File: config.mk
export PLATFORM = sky130hd
export DESIGN_NAME = instr_encoder_flat
export DESIGN_NICKNAME = d
export VERILOG_FILES = /design/src/rtl/instr_encoder_pkg.sv /design/src/rtl/instr_encoder_if.sv /design/src/rtl/instr_field_pack.sv /design/src/rtl/instr_encoder.sv /design/src/flat_wrapper.sv
export SDC_FILE = /design/constraint.sdc
export NUM_CORES = 1
export LEC_CHECK = 0
export BUFFER_PORTS_ARGS = -buffer_cell sky130_fd_sc_hd__clkbuf_2
export CAP_MARGIN = 30
export CORE_MARGIN = 4
export CORE_UTILIZATION = 45
export DETAILED_ROUTE_END_ITERATION = 12
export PLACE_DENSITY = 0.75
export SYNTH_ARGS = -nofsm -noshare
export SYNTH_HDL_FRONTEND = slang
export SYNTH_SLANG_ARGS = --single-unit
export TNS_END_PERCENT = 20
File: constraint.sdc
create_clock -name clk -period 13.1 [get_ports clk]
set_input_delay 1.31 -clock clk [delete_from_list [all_inputs] [get_ports clk]]
set_output_delay 1.31 -clock clk [all_outputs]
set_load 0.02 [all_outputs]
File: src/rtl/instr_encoder_pkg.sv
// Shared constants and types for the instruction encoder: opcodes, request kinds,
// the NOP word and the signed immediate limits.
package instr_encoder_pkg;

    localparam logic [6:0] OPC_LOAD   = 7'b0000011;
    localparam logic [6:0] OPC_STORE  = 7'b0100011;
    localparam logic [6:0] OPC_BRANCH = 7'b1100011;

    localparam logic [31:0] NOP_INSTR = 32'h0000_0013;

    // Full 64-bit signed limits; comparing against these is the same as
    // requiring all bits above the immediate width to match the sign bit.
    localparam logic signed [63:0] IMM_I_MIN = -64'sd2048;
    localparam logic signed [63:0] IMM_I_MAX = 64'sd2047;
    localparam logic signed [63:0] IMM_B_MIN = -64'sd4096;
    localparam logic signed [63:0] IMM_B_MAX = 64'sd4094;

    typedef enum logic [1:0] {
        KIND_LOAD   = 2'b00,
        KIND_STORE  = 2'b01,
        KIND_BRANCH = 2'b10,
        KIND_RSVD   = 2'b11
    } kind_e;

    typedef struct packed {
        kind_e       kind;
        logic [4:0]  rd;
        logic [4:0]  rs1;
        logic [4:0]  rs2;
        logic [2:0]  funct3;
        logic [63:0] offset;
    } req_t;

    function automatic logic in_range(input logic signed [63:0] v,
                                      input logic signed [63:0] lo,
                                      input logic signed [63:0] hi);
        return (v >= lo) && (v <= hi);
    endfunction

endpackage

File: src/rtl/instr_encoder_if.sv
// Request/response bundle of the instruction encoder. master = program generator
// and instruction-memory sink, slave = the encoder.
interface instr_encoder_if;
    logic        restart;
    logic        in_valid;
    logic        in_ready;
    logic [1:0]  in_kind;
    logic [4:0]  in_rd;
    logic [4:0]  in_rs1;
    logic [4:0]  in_rs2;
    logic [2:0]  in_funct3;
    logic [63:0] in_offset;
    logic        out_valid;
    logic        out_ready;
    logic [31:0] out_instr;
    logic [63:0] out_addr;
    logic        out_err;
    logic [15:0] err_count;

    modport master (
        output restart, in_valid, in_kind, in_rd, in_rs1, in_rs2, in_funct3, in_offset, out_ready,
        input  in_ready, out_valid, out_instr, out_addr, out_err, err_count
    );

    modport slave (
        input  restart, in_valid, in_kind, in_rd, in_rs1, in_rs2, in_funct3, in_offset, out_ready,
        output in_ready, out_valid, out_instr, out_addr, out_err, err_count
    );
endinterface

File: src/rtl/instr_field_pack.sv
// Combinational packer: places the byte offset into the I/S/B immediate slots and
// substitutes a NOP with err set when the request cannot be encoded.
module instr_field_pack
    import instr_encoder_pkg::*;
(
    input  kind_e       i_kind,
    input  logic [4:0]  i_rd,
    input  logic [4:0]  i_rs1,
    input  logic [4:0]  i_rs2,
    input  logic [2:0]  i_funct3,
    input  logic [63:0] i_offset,
    output logic [31:0] o_instr,
    output logic        o_err
);

    logic        w_fit_i;
    logic        w_fit_b;
    logic [31:0] w_word;
    logic        w_bad;

    assign w_fit_i = in_range($signed(i_offset), IMM_I_MIN, IMM_I_MAX);
    assign w_fit_b = in_range($signed(i_offset), IMM_B_MIN, IMM_B_MAX) && !i_offset[0];

    always_comb begin
        w_word = NOP_INSTR;
        w_bad  = 1'b1;
        case (i_kind)
            KIND_LOAD: begin
                w_word = {i_offset[11:0], i_rs1, i_funct3, i_rd, OPC_LOAD};
                w_bad  = !w_fit_i;
            end
            KIND_STORE: begin
                w_word = {i_offset[11:5], i_rs2, i_rs1, i_funct3, i_offset[4:0], OPC_STORE};
                w_bad  = !w_fit_i;
            end
            KIND_BRANCH: begin
                w_word = {i_offset[12], i_offset[10:5], i_rs2, i_rs1, i_funct3,
                          i_offset[4:1], i_offset[11], OPC_BRANCH};
                w_bad  = !w_fit_b;
            end
            default: begin
                w_word = NOP_INSTR;
                w_bad  = 1'b1;
            end
        endcase
    end

    assign o_instr = w_bad ? NOP_INSTR : w_word;
    assign o_err   = w_bad;

endmodule

File: src/rtl/instr_encoder.sv
// Two-stage instruction encoder: S1 holds the request and its address slot, S2 holds
// the packed word; each stage stalls independently under output back-pressure.
module instr_encoder
    import instr_encoder_pkg::*;
#(
    parameter logic [63:0] BASE_ADDR = 64'h0,
    parameter logic [63:0] ADDR_STEP = 64'd4
) (
    input  logic           clk,
    input  logic           rst,
    instr_encoder_if.slave bus
);

    req_t        w_req;
    logic        w_s2_adv;
    logic        w_s1_adv;
    logic        w_in_ready;
    logic        w_in_hs;
    logic        w_out_hs;
    logic [31:0] w_pack_instr;
    logic        w_pack_err;

    req_t        r_s1_req;
    logic        r_s1_valid;
    logic [63:0] r_s1_addr;
    logic        r_s2_valid;
    logic [31:0] r_out_instr;
    logic [63:0] r_out_addr;
    logic        r_out_err;
    logic [15:0] r_err_count;
    logic [63:0] r_addr_cnt;

    always_comb begin
        w_req        = '0;
        w_req.kind   = kind_e'(bus.in_kind);
        w_req.rd     = bus.in_rd;
        w_req.rs1    = bus.in_rs1;
        w_req.rs2    = bus.in_rs2;
        w_req.funct3 = bus.in_funct3;
        w_req.offset = bus.in_offset;
    end

    // An empty S2 always advances, so S1 advancing reduces to S2 advancing.
    assign w_s2_adv   = !r_s2_valid || bus.out_ready;
    assign w_s1_adv   = w_s2_adv;
    assign w_in_ready = !rst && !bus.restart && (!r_s1_valid || w_s1_adv);
    assign w_in_hs    = bus.in_valid && w_in_ready;
    assign w_out_hs   = r_s2_valid && bus.out_ready;

    instr_field_pack u_pack (
        .i_kind   (r_s1_req.kind),
        .i_rd     (r_s1_req.rd),
        .i_rs1    (r_s1_req.rs1),
        .i_rs2    (r_s1_req.rs2),
        .i_funct3 (r_s1_req.funct3),
        .i_offset (r_s1_req.offset),
        .o_instr  (w_pack_instr),
        .o_err    (w_pack_err)
    );

    always_ff @(posedge clk or posedge rst) begin
        if (rst) begin
            r_s1_req    <= '0;
            r_s1_valid  <= 1'b0;
            r_s1_addr   <= BASE_ADDR;
            r_s2_valid  <= 1'b0;
            r_out_instr <= '0;
            r_out_addr  <= BASE_ADDR;
            r_out_err   <= 1'b0;
            r_err_count <= '0;
            r_addr_cnt  <= BASE_ADDR;
        end else if (bus.restart) begin
            r_s1_valid  <= 1'b0;
            r_s2_valid  <= 1'b0;
            r_err_count <= '0;
            r_addr_cnt  <= BASE_ADDR;
        end else begin
            if (w_in_hs) begin
                r_s1_valid <= 1'b1;
                r_s1_req   <= w_req;
                r_s1_addr  <= r_addr_cnt;
                r_addr_cnt <= r_addr_cnt + ADDR_STEP;
            end else if (w_s1_adv) begin
                r_s1_valid <= 1'b0;
            end

            if (w_s2_adv) begin
                r_s2_valid <= r_s1_valid;
                if (r_s1_valid) begin
                    r_out_instr <= w_pack_instr;
                    r_out_addr  <= r_s1_addr;
                    r_out_err   <= w_pack_err;
                end
            end

            if (w_out_hs && r_out_err && (r_err_count != 16'hFFFF)) begin
                r_err_count <= r_err_count + 16'd1;
            end
        end
    end

    assign bus.in_ready  = w_in_ready;
    assign bus.out_valid = r_s2_valid;
    assign bus.out_instr = r_out_instr;
    assign bus.out_addr  = r_out_addr;
    assign bus.out_err   = r_out_err;
    assign bus.err_count = r_err_count;

endmodule

File: src/flat_wrapper.sv
// flat-port wrapper written by rule: the top's interface ports become plain ports
module instr_encoder_flat import instr_encoder_pkg::*;
#(
    parameter logic [63:0] BASE_ADDR = 64'h0,
    parameter logic [63:0] ADDR_STEP = 64'd4
)
  (clk, rst, bus_restart, bus_in_valid, bus_in_kind, bus_in_rd, bus_in_rs1, bus_in_rs2, bus_in_funct3, bus_in_offset, bus_out_ready, bus_in_ready, bus_out_valid, bus_out_instr, bus_out_addr, bus_out_err, bus_err_count);
  instr_encoder_if bus_i ();
  input  logic clk;
  input  logic rst;
  input wire logic [$bits(bus_i.restart)-1:0] bus_restart;
  input wire logic [$bits(bus_i.in_valid)-1:0] bus_in_valid;
  input wire logic [$bits(bus_i.in_kind)-1:0] bus_in_kind;
  input wire logic [$bits(bus_i.in_rd)-1:0] bus_in_rd;
  input wire logic [$bits(bus_i.in_rs1)-1:0] bus_in_rs1;
  input wire logic [$bits(bus_i.in_rs2)-1:0] bus_in_rs2;
  input wire logic [$bits(bus_i.in_funct3)-1:0] bus_in_funct3;
  input wire logic [$bits(bus_i.in_offset)-1:0] bus_in_offset;
  input wire logic [$bits(bus_i.out_ready)-1:0] bus_out_ready;
  output wire logic [$bits(bus_i.in_ready)-1:0] bus_in_ready;
  output wire logic [$bits(bus_i.out_valid)-1:0] bus_out_valid;
  output wire logic [$bits(bus_i.out_instr)-1:0] bus_out_instr;
  output wire logic [$bits(bus_i.out_addr)-1:0] bus_out_addr;
  output wire logic [$bits(bus_i.out_err)-1:0] bus_out_err;
  output wire logic [$bits(bus_i.err_count)-1:0] bus_err_count;
  assign bus_i.restart = bus_restart;
  assign bus_i.in_valid = bus_in_valid;
  assign bus_i.in_kind = bus_in_kind;
  assign bus_i.in_rd = bus_in_rd;
  assign bus_i.in_rs1 = bus_in_rs1;
  assign bus_i.in_rs2 = bus_in_rs2;
  assign bus_i.in_funct3 = bus_in_funct3;
  assign bus_i.in_offset = bus_in_offset;
  assign bus_i.out_ready = bus_out_ready;
  assign bus_in_ready = bus_i.in_ready;
  assign bus_out_valid = bus_i.out_valid;
  assign bus_out_instr = bus_i.out_instr;
  assign bus_out_addr = bus_i.out_addr;
  assign bus_out_err = bus_i.out_err;
  assign bus_err_count = bus_i.err_count;
  instr_encoder #(.BASE_ADDR(BASE_ADDR), .ADDR_STEP(ADDR_STEP)) u_core (.clk(clk), .rst(rst), .bus(bus_i));
endmodule
; ---- Word-level counts from Yosys, hierarchy flattened
; Cells that the tools add are included.
[totals]
wordCells = 62
register_bits = 327
out_inout_bits = 115
in_bits = 89
[classes]
reduce_logical = 26
n_mux = 12
add_sub_neg = 2
magnitude_cmp = 4
n_eq_ne = 3
bitwise = 1
[ops]
columns = cell, n
row1 = 64-bit 2-to-1 mux, 2
row2 = 32-bit case mux with 3 select lines, 1
row3 = 64-bit by 3-bit adder with 64-bit output (second input constant), 1
row4 = 64-bit by 12-bit greater-or-equal comparator with 1-bit output (second input constant), 1
row5 = 64-bit by 13-bit greater-or-equal comparator with 1-bit output (second input constant), 1
row6 = 64-bit by 12-bit <= comparator with 1-bit output (second input constant), 1
row7 = 64-bit by 13-bit <= comparator with 1-bit output (second input constant), 1
row8 = 16-bit 2-to-1 mux, 2
row9 = 32-bit 2-to-1 mux, 1
row10 = 16-bit by 1-bit adder with 16-bit output (second input constant), 1
row11 = 16-bit inequality test (second input constant), 1
row12 = 1-bit logical AND, 9
row13 = 1-bit zero test, 7
row14 = 2-bit nonzero test, 3
row15 = 1-bit 2-to-1 mux, 5
row16 = 3-bit AND reduction, 1
row17 = 3-bit nonzero test, 1
row18 = 2-bit by 1-bit == test with 1-bit output (second input constant), 1
row19 = 2-bit == test (second input constant), 1
row20 = 2-bit zero test, 1
row21 = 1-bit logical OR, 2
row22 = 1-bit case mux with 2 select lines, 1
row23 = 2-bit AND reduction, 1
row24 = 2-bit OR reduction, 1
row25 = 1-bit inverter, 1

; ---- Depth between registers and ports, before layout
; Gate-level depths: netlist of the first run.
[depth]
depth_word = 7
ltp_mapped = 9
depth_no_buf = 7

; ---- Modules after synthesis
; A second synthesis of the first run with hierarchy kept.
[hier_totals]
cells_unflattened = 1406
hier_area_um2 = 14144.8
[by_module_without_submodules]
columns = module, area_each_um2, seq_area_each_um2, n_inst, cells_each
row1 = instr_encoder, 13260.2, 8032.7, 1, 1281
row2 = instr_field_pack, 884.6, 0.0, 1, 125

; ---- Worst setup path before layout of the first run
; Ideal clock, no wire load.
[synth_timing]
kind = in2out
startpoint = input port bus_restart
endpoint = output port bus_in_ready
n_path_buf = 2
required_ns = 11.790
stages = 3
path_slack_ns = 9.566
arrival_time_ns = 2.224
cell_sequence = clkbuf_1 -> clkbuf_1 -> nor3b_1
[synth_between]
elab_chain_len = 3
[synth_rtl]
columns = element, line
row1 = from (decl), flat_wrapper.sv:11  ; input wire logic [$bits(bus_i.restart)-1:0] bus_restart;
row2 = 1-bit zero test, instr_encoder.sv:46  ; assign w_in_ready = !rst && !bus.restart && (!r_s1_valid || w_s1_adv);
row3 = 1-bit logical AND (2 in a row), instr_encoder.sv:46
row4 = to (decl), flat_wrapper.sv:20  ; output wire logic [$bits(bus_i.in_ready)-1:0] bus_in_ready;
; No other way between the ends.

; ---- Final worst setup path of the first run
; Same ends and word-level chain as after synthesis.

==> results of run 1 <==
-- state kept, by name, summed over array words and instances, names as in the netlist --
name                  cells
u_core.r_s1_valid         1
u_core.r_addr_cnt        62
u_core.bus.out_addr      62
u_core.bus.err_count     16
u_core.bus.out_instr     29
u_core.bus.out_err        1
u_core.r_s1_req          84
u_core.r_s1_addr         62
u_core.bus.out_valid      1
-- per-stage QoR --
stage / util (%) / area, µm² / setup slack (ns) / hold slack [ns] / instances
after floorplan: - / 13320 / 2.990 / 0.4331 / 1167
after global placement: 50.50 / 14610 / 9.124 / 0.4495 / 1693
after detailed placement: 50.50 / 14610 / 9.056 / 0.4514 / 1693
after CTS: 54.55 / 15780 / 9.236 / 0.4671 / 1752
after global routing: 54.74 / 15840 / 9.148 / 0.4847 / 1754
final: 54.74 / 15840 / 9.255 / 0.4617 / 1754
-- worst max-delay path: stages --
cell and delay [ns]:
clkbuf_2 0.12, buf_4 0.69, nor3b_1 0.18, clkbuf_2 0.21
-- cell usage in the layout, fill, tap and decap left out, types with 4 or more instances in the layout --
master,n
a21oi_1,8
a221oi_1,9
a22o_1,17
and2_1,6
and3_1,15
and4_1,11
buf_4,6
clkbuf_1,4
clkbuf_16,37
clkbuf_2,199
clkbuf_8,10
clkinv_2,5
conb_1,4
dfrtp_1,318
ha_1,6
inv_1,16
mux2_2,142
nand2_1,218
nand3_1,30
nand4_1,36
nor2_1,92
nor3_1,23
nor4_1,23
nor4_2,5
o21ai_0,17
or3_1,8
xnor2_1,30
xor2_1,32
-- report_power, final --
group          switching, mW  internal [mW]
registers             0.0529           1.06
logic                  0.122         0.0929
clock network          0.370          0.607
-- cells by family (layout without fill, tap and decap cells) --
family	count (synthesis)	after routing
and+or+nand+nor	490	490
DFF	318	318
muxes	145	145
buffers and inverters	81	284
xor gates and xnor gates	62	62
AOI/OAI and AO/OA	61	61
adders and majority gates	6	6
other	1	4
-- worst paths after layout --
path / startpoint / end / slack [ns] / cells past startpoint
min reg2reg: u_core.r_s1_addr[42] / u_core.bus.out_addr[42] / 0.46 / 2
max in group asynchronous: rst / u_core.r_s1_req[53] / 11.10 / 3
min in group asynchronous: rst / u_core.bus.out_addr[13] / 0.80 / 2
min: u_core.r_s1_addr[42] / u_core.bus.out_addr[42] / 0.46 / 2
max reg2reg: u_core.r_addr_cnt[25] / u_core.r_addr_cnt[63] / 10.19 / 6
max: bus_restart / bus_in_ready / 9.26 / 4
-- routing by layer --
metal | vias to the layer above | wire [µm] | GRT usage (%)
li1 | 4360 | - | -
met4 | 2 | 466 | 3.962
met5 | - | 9 | 0
met2 | 202 | 13840 | 29.60
met3 | 39 | 1962 | 5.093
met1 | 4604 | 12710 | 24.13
-- layout make-up --
cell class,count,area share [%]
multi-input cells,768,31.84
well taps,384,3.033
inverters,17,0.4503
flip-flops and latches,318,50.24
clock inverters,8,0.5846
repair buffers,208,7.046
clock buffers,51,6.809
==> impl_results.html, run 1 <==
<table>
<tr><th>Metric</th><th>Value</th></tr>
<tr><th colspan="2">Die</th></tr>
<tr><td>Number of top-level pins</td><td>~200</td></tr>
<tr><td>Die span in y</td><td>180.0 µm</td></tr>
<tr><td>Core area</td><td>28940 µm²</td></tr>
<tr><td>Initial cell density of the core</td><td>45.98%</td></tr>
<tr><td>Number of placement rows</td><td>62</td></tr>
<tr><td>Die Footprint</td><td>32380 µm²</td></tr>
<tr><td>Die Span X</td><td>between 150 and 200 µm</td></tr>
<tr><th colspan="2">Synthesis</th></tr>
<tr><td>Most common cell in the netlist</td><td>dfrtp_1</td></tr>
<tr><td>Share of synthesized area occupied by flip-flops and latches</td><td>59.81%</td></tr>
<tr><td>Post-synthesis adder-cell area fraction</td><td>less than 1%</td></tr>
<tr><td>Syn Inst Count</td><td>1164</td></tr>
<tr><td>Fraction of synthesized area in multiplexers</td><td>12.24%</td></tr>
<tr><td>Biggest area contributors in the synthesized netlist</td><td>dfrtp_1 (60%), mux2_2 (12%), nand2_1 (6.2%), nor2_1 (2.6%), xor2_1 (2.1%)</td></tr>
<tr><td>Fraction of synthesized cell area taken by the top area cell type</td><td>59.81%</td></tr>
<tr><td>Async set or reset register ratio after synthesis</td><td>100.0%</td></tr>
<tr><td>Syn Std Cell Area</td><td>~13000 µm²</td></tr>
<tr><td>Average cell area after synthesis</td><td>11.43 µm²</td></tr>
<tr><td>Syn. warnings</td><td>0</td></tr>
<tr><td>Synth Area in XOR/XNOR</td><td>under 10%</td></tr>
<tr><td>Top cells by count, synth</td><td>dfrtp_1 (318), nand2_1 (219), mux2_2 (142), nor2_1 (92), clkbuf_1 (56)</td></tr>
<tr><td>Cell type with the highest aggregate area in the netlist</td><td>dfrtp_1</td></tr>
<tr><td>Count of flip-flops with a built-in enable after synthesis</td><td>0</td></tr>
<tr><td>FF+latch count, synth</td><td>318</td></tr>
<tr><td>Main combinational cell family by area after synthesis</td><td>simple AND/OR/NAND/NOR gates</td></tr>
<tr><td>Unique masters post-synth</td><td>48</td></tr>
<tr><td>Compound-Gate Fraction of Synth Area</td><td>3.301%</td></tr>
<tr><td>Main synth FF type</td><td>dfrtp_1</td></tr>
<tr><td>Post-Synth Simple-Gate Area</td><td>around 17%</td></tr>
<tr><th colspan="2">Pwr</th></tr>
<tr><td>Total power of the final layout</td><td>2.301 mW</td></tr>
<tr><td>Largest voltage drop on the vdd net</td><td>0.00009493 V</td></tr>
<tr><td>Leak Pwr</td><td>7.777 nW</td></tr>
<tr><td>Power per Cell Area</td><td>approximately 150 nW/µm²</td></tr>
<tr><th colspan="2">CTS</th></tr>
<tr><td>TritonCTS clock tree</td><td>done</td></tr>
<tr><td>Gates resized, CTS repair</td><td>0</td></tr>
<tr><td>Clock edge transition at the registers on the reported setup and hold paths</td><td>0.06 ns</td></tr>
<tr><td>Setup bufs post-CTS</td><td>0</td></tr>
<tr><td>Maximum root-to-sink buffer count</td><td>3</td></tr>
<tr><td>Total number of H-tree levels</td><td>2</td></tr>
<tr><td>Clock latency at the later pin of the worst-skew pair</td><td>0.49 ns</td></tr>
<tr><td>Post-CTS Hold Buffers</td><td>0</td></tr>
<tr><td>Number of clock sinks seen by CTS</td><td>318</td></tr>
<tr><td>Number of buffers added by the clock tree synthesis step</td><td>34</td></tr>
<tr><td>CTS Root Buffer Type</td><td>clkbuf_16</td></tr>
<tr><th colspan="2">Global routing</th></tr>
<tr><td>Global-route wire length before repair</td><td>49290 µm</td></tr>
<tr><td>Largest net degree at the start of global routing</td><td>179</td></tr>
<tr><td>Total global-route track usage</td><td>18.03%</td></tr>
<tr><td>Number of global-route vias before repair</td><td>9539</td></tr>
<tr><td>Remaining Overflow, GRT</td><td>0</td></tr>
<tr><td>Antenna violations before repair</td><td>1</td></tr>
<tr><th colspan="2">Routing</th></tr>
<tr><td>Detailed Route WL</td><td>28990 µm</td></tr>
<tr><td>DR DRC count</td><td>0</td></tr>
<tr><td>Final routed wire length divided by cell count</td><td>16.53 µm</td></tr>
<tr><td>Number of DRC markers in iteration 0</td><td>roughly 530</td></tr>
<tr><td>Count of TritonRoute iterations in the first routing pass</td><td>5</td></tr>
<tr><td>Number of vias after detailed routing</td><td>~9000</td></tr>
<tr><td>Via density per instance</td><td>5.249</td></tr>
<tr><td>Final antenna-violating net count</td><td>0</td></tr>
<tr><th colspan="2">STA</th></tr>
<tr><td>Tightest Pin Transition</td><td>around 0.98 ns</td></tr>
<tr><td>Normalized max-slew margin</td><td>34.80%</td></tr>
<tr><td>Crit share post-route</td><td>29.35%</td></tr>
<tr><td>Post-layout min period</td><td>3.845 ns</td></tr>
<tr><td>Fin Setup TNS</td><td>0 ns</td></tr>
<tr><td>Count of endpoints failing hold in the final timing report</td><td>0</td></tr>
<tr><td>Setup Viol. Count Final</td><td>0</td></tr>
<tr><td>Peak clock frequency supported by timing</td><td>260.1 MHz</td></tr>
<tr><td>Unrepaired setup endpoints after global routing</td><td>no</td></tr>
<tr><td>Worst setup skew after layout</td><td>0.009472 ns</td></tr>
<tr><td>Slew Viols, Final</td><td>0</td></tr>
<tr><th colspan="2">Critical path</th></tr>
<tr><td>Critical path data required time</td><td>11.79 ns</td></tr>
<tr><td>Startpoint-to-endpoint class of the critical path</td><td>in -&gt; out</td></tr>
<tr><td>Sort of element at the start of the critical path</td><td>primary input</td></tr>
<tr><td>Setup crit end kind</td><td>output pin</td></tr>
<tr><td>Largest fanout on the critical path</td><td>87</td></tr>
<tr><td>Arrival time at the worst endpoint</td><td>2.53 ns</td></tr>
<tr><th colspan="2">Place</th></tr>
<tr><td>Port Buf Inserts</td><td>199</td></tr>
<tr><td>Gp weighted congestion</td><td>around 0.8</td></tr>
<tr><td>Post-detail-place hpwl</td><td>roughly 20000 µm</td></tr>
<tr><th colspan="2">Final layout</th></tr>
<tr><td>Layout area overhead</td><td>19.04%</td></tr>
<tr><td>Number of diodes</td><td>0</td></tr>
<tr><td>Area of combinational cells with multiple inputs</td><td>5042 µm²</td></tr>
<tr><td>Filler Cells Inserted</td><td>2461</td></tr>
<tr><td>Ratio of cells with drive above 1 in the final layout</td><td>30.66%</td></tr>
<tr><td>Final layout net count</td><td>roughly 1400</td></tr>
<tr><td>Sequential Area</td><td>7958 µm²</td></tr>
<tr><th colspan="2">Min path</th></tr>
<tr><td>Hold/Removal Path Class</td><td>reg -&gt; reg</td></tr>
<tr><th colspan="2">Run status</th></tr>
<tr><td>Run status</td><td>completed</td></tr>
<tr><th colspan="2">Job</th></tr>
<tr><td>Number of max-cap violations</td><td>0</td></tr>
</table>
(Power assumes the default switching activity.)
==> run 2: changes to the inputs <==
--- a/config.mk
+++ b/config.mk
@@ -5,12 +5,13 @@
 export SDC_FILE = /design/constraint.sdc
 export NUM_CORES = 1
 export LEC_CHECK = 0
+export ABC_AREA = 1
 export BUFFER_PORTS_ARGS = -buffer_cell sky130_fd_sc_hd__clkbuf_2
 export CAP_MARGIN = 30
 export CORE_MARGIN = 4
 export CORE_UTILIZATION = 45
 export DETAILED_ROUTE_END_ITERATION = 12
-export PLACE_DENSITY = 0.75
+export PLACE_DENSITY = 0.76
 export SYNTH_ARGS = -nofsm -noshare
 export SYNTH_HDL_FRONTEND = slang
 export SYNTH_SLANG_ARGS = --single-unit
==> constraint.sdc (replaced) <==
create_clock -name clk -period 3.2 [get_ports clk]
set_input_delay 0.32 -clock clk [delete_from_list [all_inputs] [get_ports clk]]
set_output_delay 0.32 -clock clk [all_outputs]
set_load 0.02 [all_outputs]
==> run 2 against run 1 <==
Compared with the run above: first-iteration DRC count rose by 97%; non-clock buffer count rose by 41; die area rose by 12%; synthesized area rose by 13%; clock skew rose by 0.0070 ns; sequential share of layout area fell by 5.8 points; final area rose by 13%; sequential power rose to 4.1 times the previous value; clock power rose to 4.1 times the previous value; count of clock-buffer cells in the layout rose by 3; synthesized cell count rose by 64%; largest cell class unchanged.
==> impl_results.html, run 2 <==
<table>
<tr><th>Metric</th><th>Value</th></tr>
<tr><th colspan="2">Pwr</th></tr>
<tr><td>Total power of the final layout</td><td>9.818 mW (+330%)</td></tr>
<tr><td>Largest voltage drop on the vdd net</td><td>0.0004087 V (+330%)</td></tr>
<tr><td>Power per Cell Area</td><td>547.8 nW/µm² (+280%)</td></tr>
<tr><td>Leak Pwr</td><td>8.598 nW (+11%)</td></tr>
<tr><th colspan="2">Final layout</th></tr>
<tr><td>Post-layout instance area</td><td>17920 µm² (+13%)</td></tr>
<tr><td>Layout area overhead</td><td>19.41%</td></tr>
<tr><td>Most frequent cells in the layout</td><td>nand2_1 (677), dfrtp_1 (318), clkbuf_2 (199)</td></tr>
<tr><td>Ratio of cells with drive above 1 in the final layout</td><td>15.40% (-15 points)</td></tr>
<tr><td>Register with the most flip-flops</td><td>u_core.r_s1_req</td></tr>
<tr><td>Core occupancy in the finished layout</td><td>54.81% (+0.070 points)</td></tr>
<tr><td>Most frequent standard cell in the layout excluding fill and tap cells</td><td>nand2_1</td></tr>
<tr><td>Filler Cells Inserted</td><td>3002 (+22%)</td></tr>
<tr><td>Final layout net count</td><td>2214 (+54%)</td></tr>
<tr><td>Number of flip-flops in the largest register</td><td>84 (unchanged)</td></tr>
<tr><th colspan="2">Synthesis</th></tr>
<tr><td>Top cells by count, synth</td><td>nand2_1 (678), dfrtp_1 (318), nor2_1 (185), inv_1 (151), o21ai_0 (145)</td></tr>
<tr><td>Average cell area after synthesis</td><td>7.879 µm² (-31%)</td></tr>
<tr><td>Count of flip-flops with a built-in enable after synthesis</td><td>0 (unchanged)</td></tr>
<tr><td>Cell type with the highest aggregate area in the netlist</td><td>dfrtp_1</td></tr>
<tr><td>Unique masters post-synth</td><td>46 (-4.2%)</td></tr>
<tr><td>Fraction of synthesized area in multiplexers</td><td>0% (-12 points)</td></tr>
<tr><td>Syn Std Cell Area</td><td>15010 µm² (+13%)</td></tr>
<tr><td>Main combinational cell family by area after synthesis</td><td>simple AND/OR/NAND/NOR gates</td></tr>
<tr><td>Compound-Gate Fraction of Synth Area</td><td>8.670% (+5.4 points)</td></tr>
<tr><td>Share of synthesized area occupied by flip-flops and latches</td><td>53.02% (-6.8 points)</td></tr>
<tr><td>FF+latch count, synth</td><td>318 (unchanged)</td></tr>
<tr><td>Biggest area contributors in the synthesized netlist</td><td>dfrtp_1 (53%), nand2_1 (17%), o21ai_0 (4.8%), nor2_1 (4.6%), inv_1 (3.8%)</td></tr>
<tr><td>Most common cell in the netlist</td><td>nand2_1</td></tr>
<tr><td>Main synth FF type</td><td>dfrtp_1</td></tr>
<tr><td>Post-Synth Simple-Gate Area</td><td>31.13% (+14 points)</td></tr>
<tr><td>Synth Area in XOR/XNOR</td><td>0.2334% (-3.8 points)</td></tr>
<tr><td>Async set or reset register ratio after synthesis</td><td>100.0% (unchanged)</td></tr>
<tr><td>Post-synthesis adder-cell area fraction</td><td>0.5002% (-0.064 points)</td></tr>
<tr><td>Syn. warnings</td><td>0 (unchanged)</td></tr>
<tr><td>Fraction of synthesized cell area taken by the top area cell type</td><td>53.02% (-6.8 points)</td></tr>
<tr><td>Syn Inst Count</td><td>1905 (+64%)</td></tr>
<tr><th colspan="2">CTS</th></tr>
<tr><td>Setup bufs post-CTS</td><td>0 (unchanged)</td></tr>
<tr><td>Clock edge transition at the registers on the reported setup and hold paths</td><td>0.06 ns (about the same)</td></tr>
<tr><td>CTS Root Buffer Type</td><td>clkbuf_16</td></tr>
<tr><td>Total number of H-tree levels</td><td>2 (unchanged)</td></tr>
<tr><td>Maximum root-to-sink buffer count</td><td>3 (unchanged)</td></tr>
<tr><td>Gates resized, CTS repair</td><td>0 (unchanged)</td></tr>
<tr><td>Post-CTS Hold Buffers</td><td>39 (+39)</td></tr>
<tr><td>Clock latency at the later pin of the worst-skew pair</td><td>0.52 ns (+0.03 ns)</td></tr>
<tr><td>TritonCTS clock tree</td><td>done</td></tr>
<tr><td>Number of clock sinks seen by CTS</td><td>318 (unchanged)</td></tr>
<tr><td>Number of buffers added by the clock tree synthesis step</td><td>36 (+5.9%)</td></tr>
<tr><th colspan="2">Min path</th></tr>
<tr><td>Hold/Removal Path Class</td><td>in -&gt; reg</td></tr>
<tr><th colspan="2">Global routing</th></tr>
<tr><td>Largest net degree at the start of global routing</td><td>184 (+2.8%)</td></tr>
<tr><td>Antenna violations before repair</td><td>3 (+2)</td></tr>
<tr><td>Total global-route track usage</td><td>22.28% (+4.3 points)</td></tr>
<tr><td>Global-route wire length before repair</td><td>67090 µm (+36%)</td></tr>
<tr><td>Number of global-route vias before repair</td><td>13390 (+40%)</td></tr>
<tr><td>Remaining Overflow, GRT</td><td>0 (unchanged)</td></tr>
<tr><th colspan="2">STA</th></tr>
<tr><td>Fin Setup TNS</td><td>0 ns (unchanged)</td></tr>
<tr><td>Unrepaired setup endpoints after global routing</td><td>no</td></tr>
<tr><td>Tightest Pin Transition</td><td>0.9769 ns (-0.001123 ns)</td></tr>
<tr><td>Worst setup skew after layout</td><td>0.01648 ns (+0.007007 ns)</td></tr>
<tr><td>Slew Viols, Final</td><td>0 (unchanged)</td></tr>
<tr><td>Normalized max-slew margin</td><td>34.87% (+0.075 points)</td></tr>
<tr><td>Post-layout min period</td><td>2.200 ns</td></tr>
<tr><td>Peak clock frequency supported by timing</td><td>between 400 and 500 MHz</td></tr>
<tr><td>Setup Viol. Count Final</td><td>0 (unchanged)</td></tr>
<tr><td>Count of endpoints failing hold in the final timing report</td><td>0 (unchanged)</td></tr>
<tr><td>Crit share post-route</td><td>68.75%</td></tr>
<tr><th colspan="2">Place</th></tr>
<tr><td>Post-detail-place hpwl</td><td>28420 µm (+45%)</td></tr>
<tr><td>Gp weighted congestion</td><td>0.9346 (+14%)</td></tr>
<tr><td>Area after detailed placement</td><td>16370 µm² (+12%)</td></tr>
<tr><td>Port Buf Inserts</td><td>199 (unchanged)</td></tr>
<tr><th colspan="2">Routing</th></tr>
<tr><td>Final routed wire length divided by cell count</td><td>15.89 µm (-3.9%)</td></tr>
<tr><td>Detailed Route WL</td><td>41090 µm (+42%)</td></tr>
<tr><td>Final antenna-violating net count</td><td>0 (unchanged)</td></tr>
<tr><td>Via density per instance</td><td>5.222 (-0.52%)</td></tr>
<tr><td>Count of TritonRoute iterations in the first routing pass</td><td>5 (unchanged)</td></tr>
<tr><td>DR DRC count</td><td>0 (unchanged)</td></tr>
<tr><td>Number of vias after detailed routing</td><td>13500 (+47%)</td></tr>
<tr><td>Number of DRC markers in iteration 0</td><td>1035 (+97%)</td></tr>
<tr><th colspan="2">Critical path</th></tr>
<tr><td>Largest fanout on the critical path</td><td>5 (-94%)</td></tr>
<tr><td>Arrival time at the worst endpoint</td><td>2.60 ns (+0.07 ns)</td></tr>
<tr><td>Endpoint of the most critical setup path</td><td>u_core.r_addr_cnt[56]</td></tr>
<tr><td>Startpoint-to-endpoint class of the critical path</td><td>reg -&gt; reg</td></tr>
<tr><td>Launching element of the worst setup path</td><td>u_core.r_addr_cnt[2]</td></tr>
<tr><td>Endpoint of the lowest-slack register-to-register path</td><td>u_core.r_addr_cnt[56]</td></tr>
<tr><td>Critical path data required time</td><td>3.60 ns (-8.19 ns)</td></tr>
<tr><td>Setup crit end kind</td><td>flop</td></tr>
<tr><td>R2R depth</td><td>10 (+4)</td></tr>
<tr><td>R2R Path Start</td><td>u_core.r_addr_cnt[2]</td></tr>
<tr><td>Sort of element at the start of the critical path</td><td>flop</td></tr>
<tr><td>Register-to-register setup slack</td><td>1.00 ns (-9.19 ns)</td></tr>
<tr><th colspan="2">Die</th></tr>
<tr><td>Die Footprint</td><td>36340 µm² (+12%)</td></tr>
<tr><td>Number of placement rows</td><td>66 (+6.5%)</td></tr>
<tr><td>Core area</td><td>32700 µm² (+13%)</td></tr>
<tr><td>Initial cell density of the core</td><td>45.90% (-0.085 points)</td></tr>
<tr><td>Die span in y</td><td>190.6 µm (+5.9%)</td></tr>
<tr><td>Number of top-level pins</td><td>204 (unchanged)</td></tr>
<tr><td>Die Span X</td><td>190.6 µm (+5.9%)</td></tr>
<tr><th colspan="2">Job</th></tr>
<tr><td>Number of max-cap violations</td><td>0 (unchanged)</td></tr>
<tr><th colspan="2">Run status</th></tr>
<tr><td>Run status</td><td>completed</td></tr>
</table>
==> run 2: changes by cell type after synthesis, sizes merged, moves of 30 or more <==
| cell | previous run | this run |
|---|---|---|
| nor3 | 23 | 56 |
| nand2 | 219 | 689 |
| inv | 17 | 162 |
| nand3 | 30 | 90 |
| nor2 | 92 | 200 |
| mux2 | 142 | 0 |
| xnor2 | 30 | 0 |
| o21ai | 17 | 163 |
| buf | 8 | 42 |
| a21oi | 8 | 54 |
==> run 2: logic make-up (layout without fill, tap and decap cells) <==
| group | Yosys count | count (layout) |
|---|---|---|
| AOI/OAI and AO/OA | 246 | 246 |
| xor gates and xnor gates | 4 | 4 |
| adders and majority gates | 6 | 6 |
| buffers and inverters | 238 | 473 |
| DFF | 318 | 318 |
| other | 1 | 5 |
| and+or+nand+nor | 1092 | 1092 |
==> run 2: where the power goes <==
| part | switching, mW | internal [mW] | leakage, nW | total [mW] |
|---|---|---|---|---|
| logic | 0.789 | 0.397 | 3.75 | 1.19 |
| clock network | 1.66 | 2.37 | 0.570 | 4.03 |
| registers | 0.274 | 4.33 | 4.28 | 4.60 |
| total | 2.72 | 7.10 | 8.60 | 9.82 |
==> run 2: how the worst min path moves through the flow <==
stage / startpoint / to / slack (ns) / cells after the start
after detailed placement: u_core.r_s1_addr[34] / u_core.bus.out_addr[34] / 0.46 / 2
after global placement: u_core.r_s1_addr[37] / u_core.bus.out_addr[37] / 0.45 / 2
after CTS: bus_in_offset[58] / u_core.r_s1_req[58] / 0.000002 / 3
after floorplan: bus_in_offset[0] / u_core.r_s1_req[0] / 0.43 / 2
final: bus_in_rs2[4] / u_core.r_s1_req[71] / 0.01 / 3
after global routing: bus_in_offset[58] / u_core.r_s1_req[58] / 0.01 / 3
==> run 2: cell type report <==
class	instances	area [µm²]	share of cell area, %
clock inverters	8	60.06	0.3351
diodes	1	2.502	0.01396
inverters	162	614.3	3.428
clock buffers	54	1099	6.129
well taps	442	553.0	3.086
flip-flops and latches	318	7958	44.40
repair buffers	249	1531	8.545
multi-input cells	1352	6106	34.07
==> run 2: worst max-delay path: stages, from the launching register on <==
cell and delay, ns:
dfrtp_1 0.41, ha_1 0.26, inv_1 0.10, nor3_2 0.23, nand3_4 0.14, nor2_4 0.18, nand3_2 0.14, nor3_2 0.31
nand2_1 0.14, nand3_1 0.09, o21ai_1 0.07
==> run 2: per-layer routing <==
layer | GRT usage (%) | wire length [µm]
met1 | 30.13 | 17850
met2 | 36.57 | 19090
met3 | 4.486 | 2939
met4 | 6.685 | 1158
met5 | 0 | 42
==> run 2: through the flow <==
stage | hold slack, ns | worst slack (ns) | cells
floorplan | 0.4296 | -1.359 | 1908
global placement | 0.4513 | 1.099 | 2484
detailed placement | 0.4559 | 1.048 | 2484
CTS | 0.000001610 | 1.036 | 2585
global route | 0.01172 | 0.8794 | 2586
finish | 0.01210 | 1.000 | 2586
